**config.mk**
```make
export PLATFORM = sky130hd
export DESIGN_NAME = dict_search_ctrl
export DESIGN_NICKNAME = d
export VERILOG_FILES = /design/src/rtl/dict_search_ctrl.sv
export SDC_FILE = /design/constraint.sdc
export NUM_CORES = 1
export LEC_CHECK = 0
export CORE_UTILIZATION = 40
export DETAILED_ROUTE_END_ITERATION = 10
export PLACE_DENSITY = 0.73
export SLEW_MARGIN = 20
export SYNTH_ARGS = -nofsm -noshare
export SYNTH_HDL_FRONTEND = slang
export SYNTH_SLANG_ARGS = --single-unit
export TNS_END_PERCENT = 30
```
**constraint.sdc**
```tcl
create_clock -name i_clk -period 2.6 [get_ports i_clk]
set_input_delay 0.78 -clock i_clk [delete_from_list [all_inputs] [get_ports i_clk]]
set_output_delay 0.78 -clock i_clk [all_outputs]
set_load 0.05 [all_outputs]
```
**src/rtl/dict_search_ctrl.sv**
```systemverilog
// Sequential dictionary search: walks the name store newest-to-oldest, one
// character per synchronous read, and reports found/index with a done pulse.
module dict_search_ctrl #(
  parameter  int ENTRIES    = 2,
  parameter  int KEY_WIDTH  = 8,
  parameter  int KEY_LENGTH = 1,
  localparam int INDEX_BITS = $clog2(ENTRIES) + 1,
  localparam int CHAR_BITS  = $clog2(KEY_LENGTH) + 1
) (
  input  logic                            i_clk,
  input  logic                            i_rst_n,
  input  logic                            i_req,
  input  logic [KEY_WIDTH*KEY_LENGTH-1:0] i_key,
  input  logic [INDEX_BITS-1:0]           i_count,
  input  logic                            i_abort,
  output logic                            o_busy,
  output logic                            o_done,
  output logic                            o_found,
  output logic [INDEX_BITS-1:0]           o_index,
  output logic                            o_rd_en,
  output logic [INDEX_BITS-1:0]           o_rd_entry,
  output logic [CHAR_BITS-1:0]            o_rd_char,
  input  logic [KEY_WIDTH-1:0]            i_rd_data
);

  typedef enum logic [1:0] {IDLE, READ, CMP, DONE} state_t;

  state_t                          state;
  logic [KEY_WIDTH*KEY_LENGTH-1:0] key_q;
  logic [INDEX_BITS-1:0]           cnt;
  logic [KEY_WIDTH-1:0]            cur_char;
  logic                            match, last_char;

  assign cnt = (i_count > INDEX_BITS'(ENTRIES)) ? INDEX_BITS'(ENTRIES) : i_count;

  // o_rd_entry/o_rd_char double as the search cursor; they only move on a read.
  always_comb begin
    cur_char = '0;
    for (int k = 0; k < KEY_LENGTH; k++)
      if (o_rd_char == CHAR_BITS'(k)) cur_char = key_q[k*KEY_WIDTH +: KEY_WIDTH];
  end

  assign match     = (i_rd_data == cur_char);
  assign last_char = (o_rd_char == CHAR_BITS'(KEY_LENGTH-1));

  always_ff @(posedge i_clk or negedge i_rst_n) begin
    if (!i_rst_n) begin
      state      <= IDLE;
      key_q      <= '0;
      o_busy     <= 1'b0;
      o_done     <= 1'b0;
      o_found    <= 1'b0;
      o_index    <= '0;
      o_rd_en    <= 1'b0;
      o_rd_entry <= '0;
      o_rd_char  <= '0;
    end else if (i_abort) begin
      state   <= IDLE;
      o_busy  <= 1'b0;
      o_done  <= 1'b0;
      o_found <= 1'b0;
      o_index <= '0;
      o_rd_en <= 1'b0;
    end else begin
      o_done  <= 1'b0;
      o_rd_en <= 1'b0;
      case (state)
        IDLE, DONE: begin
          if (i_req) begin
            key_q   <= i_key;
            o_found <= 1'b0;
            o_index <= '0;
            if (cnt == '0) begin
              state  <= DONE;
              o_done <= 1'b1;
            end else begin
              state      <= READ;
              o_busy     <= 1'b1;
              o_rd_en    <= 1'b1;
              o_rd_entry <= cnt - INDEX_BITS'(1);
              o_rd_char  <= '0;
            end
          end else begin
            state <= IDLE;
          end
        end
        READ: state <= CMP;
        CMP: begin
          if (match && last_char) begin
            state   <= DONE;
            o_busy  <= 1'b0;
            o_done  <= 1'b1;
            o_found <= 1'b1;
            o_index <= o_rd_entry;
          end else if (match) begin
            state     <= READ;
            o_rd_en   <= 1'b1;
            o_rd_char <= o_rd_char + CHAR_BITS'(1);
          end else if (o_rd_entry != '0) begin
            // Mismatch skips the rest of this name and moves to the next older entry.
            state      <= READ;
            o_rd_en    <= 1'b1;
            o_rd_entry <= o_rd_entry - INDEX_BITS'(1);
            o_rd_char  <= '0;
          end else begin
            state   <= DONE;
            o_busy  <= 1'b0;
            o_done  <= 1'b1;
            o_found <= 1'b0;
            o_index <= '0;
          end
        end
        default: state <= IDLE;
      endcase
    end
  end

endmodule

```
==> out/metrics.csv <==
stage,metric,value,unit
routing,wl_met1,1098,um
grt,antenna_found_initial,0,
synth,synth_area_leader_cell,dfrtp_1,
routing,dr_wl_met2,1424,um
worst_setup_path,r2r_start,o_rd_char$_DFFE_PN0P_,
worst_setup_path,critical_path_required,2.80,ns
hold_path,hold_start,key_q[3]$_DFFE_PN0P_,
run,maxCapViolCount,0,
routing,drcViolationCount,0,
worst_setup_path,cp.arrival,2.71,ns
clocking,clkSinkCount,19,
clocking,h-tree-depth,1,
worst_setup_path,worst_setup_path_end_kind,flip-flop,
place,io_buffers,30,
grt,first_global_vias,1021,
cells_and_area,diodes,0,
clocking,path_clk_slew,0.12,ns
floorplan,ios,31,
sta,slew_violations,0,
cells_and_area,final_cell_mix,"29 x clkdlybuf4s50_1, 19 x dfrtp_1, 13 x nor2_1",
routing,first_iter_violations,39,
routing,drtAntennaViolNets,0,
floorplan,floorplan.initialDensity,42.29,%
clocking,tritoncts,done,
floorplan,placementRows,19,
grt,grt_max_degree,20,
grt,gr-total-overflow,0,
worst_setup_path,path_class,in2reg,
place,place.gp.congestion,0.8464,
routing,vias,1066,
clocking,clockBufferDepth,2,
floorplan,die_w,56.00,um
synth,yosys-top-cells-area,"dfrtp_1 41%, mux2_2 7.7%, nor2_1 4.2%",
status,status,"finished, final reports clean",
pwr,power_density,494.2,nW/um2
routing,wl_met3,149,um
worst_setup_path,critical_path.startpoint_type,primary input,
cells_and_area,finish.net_count,183,
worst_setup_path,critPathLaunch,i_rd_data[6],
synth,ys_types,45,
synth,syn-num-nets,143,
synth,ys_seq_elements,19,
sta,setup_viol,0,
routing,drt-vias-per-instance,5.670,
sta,grt_setup_unrepaired,no,
hold_path,hold_path_class,reg2reg,
cells_and_area,final_common_cell,clkdlybuf4s50_1,
synth,syn-cell-area,1166,um2
grt,grt_pass1_wl,4664,um
floorplan,die_area,3135,um2
synth,syn_area_per_cell,9.882,um2
floorplan,dieHeight,56.00,um
place,place_hpwl,2053,um
routing,routed.top_layer,met4,
pwr,peakVddDrop,0.0002655,V
routing,wl_per_cell,14.41,um
synth,synth_ff_type,dfrtp_1,
synth,syn_inst,118,
pwr,p_leak,0.6701,nW
sta,finalCritPeriodShare,96.53,%
clocking,clk_latency,0.30,ns
routing,dr.pass1.iters,4,
worst_setup_path,crit_path_max_fanout,5,
cells_and_area,final_util,57.62,%
grt,grt_use_total,18.38,%
synth,synthArstFlopShare,100.0,%
routing,postRouteWirelength,2709,um
sta,skew,0.006549,ns
sta,max_freq,398.4,MHz
sta,finalHoldViolCount,0,
synth,synth-edff-count,0,
cells_and_area,layout-drive-gt1-share,21.02,%
clocking,clockRootBuffer,clkbuf_4,
cells_and_area,design_area,1589,um2
place,place_area,1533,um2
sta,slew_headroom,59.81,%
synth,yosys_warnings,0,
sta,tightestPinTransition,0.6010,ns
cells_and_area,areaGrowthSynthToFinish,36.27,%
synth,yosys.area.top_type_share,40.77,%
synth,ys_seq_area_share,40.77,%
sta,fin_crit,2.510,ns
floorplan,core_area,2758,um2
clocking,numCtsBuffers,3,
-- layer usage --
| layer | track usage (%) | vias to the layer above |
|---|---|---|
| li1 | - | 511 |
| met1 | 23.05 | 516 |
| met2 | 32.14 | 34 |
| met3 | 3.256 | 5 |
| met4 | 5.575 | 0 |
| met5 | 0 | - |
-- final timing paths --
kind	endpoint	slack, ns	cells after the start
max	o_rd_entry[0]$_DFFE_PN0P_	0.09	8
min	key_q[3]$_DFFE_PN0P_	0.59	1
max reg2reg	o_rd_entry[0]$_DFFE_PN0P_	0.38	6
min reg2reg	key_q[3]$_DFFE_PN0P_	0.59	1
max in group asynchronous	key_q[0]$_DFFE_PN0P_	1.60	2
min in group asynchronous	o_index[1]$_DFFE_PN0P_	0.79	2
-- kinds of logic (layout without fill, tap and decap cells) --
logic type | Yosys count | in the layout | share of synthesized area [%]
flip-flops | 19 | 19 | 40.77
adder cells (fa/ha/maj) | 3 | 3 | 3.219
AO/OA/AOI/OAI | 25 | 25 | 16.63
multiplexers | 9 | 9 | 8.584
XOR/XNOR | 4 | 4 | 3.005
buffers and inverters | 10 | 49 | 5.043
AND/OR/NAND/NOR | 48 | 48 | 22.75
-- worst max-delay path, stage by stage --
cell and delay (ns):
clkdlybuf4s50_1 0.47, nand2_1 0.05, or4_4 0.43, a32oi_4 0.28, nand3_2 0.12, buf_4 0.18
mux2i_1 0.11, a221o_1 0.28
-- cell type report --
type	count	area [um2]
clock buffers	4	26.28
fillers	265	1169
inverters	7	26.28
multi-input cells	89	659.4
flip-flops and latches	19	475.5
well taps	31	38.79
repair buffers	38	362.8
-- state kept, by name (all words and copies together) (netlist names) --
register and cells:
key_q 8, o_index 2, o_rd_entry 2, state 2, o_busy 1, o_done 1
o_found 1, o_rd_char 1, o_rd_en 1
-- cells in the mapped netlist (all sizes together), types with 2 or more instances --
cell type	count
nand2	12
dfrtp	19
o21ai	5
nor4bb	2
and2b	2
ha	3
nand4	2
a221o	2
mux2	8
a22o	2
nor2	13
a31oi	4
buf	2
nand3	5
inv	7
xnor2	3
a21boi	3
-- power by group --
part | switching (mW) | internal [mW] | total [mW]
clock | 0.0979 | 0.0599 | 0.158
combinational | 0.126 | 0.130 | 0.256
sequential | 0.0386 | 0.333 | 0.372
total | 0.263 | 0.523 | 0.785
-- timing repair --
action	4_1_cts	5_1_grt
hold buffers	0	0
setup endpoints to repair	0	6
gates resized for setup	0	5
buffers inserted	0	0
-- per-stage QoR --
stage | hold slack [ns] | cells | power, mW | TNS (ns) | setup WS [ns]
floorplan | 0.4844 | 118 | 0.5255 | 0 | 0.2336
global route | 0.6276 | 188 | 0.8274 | 0 | 0.004344
finish | 0.5852 | 188 | 0.7854 | 0 | 0.09018
CTS | 0.5809 | 188 | 0.7806 | 0 | 0.05836
detailed placement | 0.5546 | 184 | 0.6261 | -1.840 | -0.2627
global placement | 0.5378 | 184 | 0.6136 | -1.415 | -0.2126
Note: power is estimated with default switching activity, not from simulation.
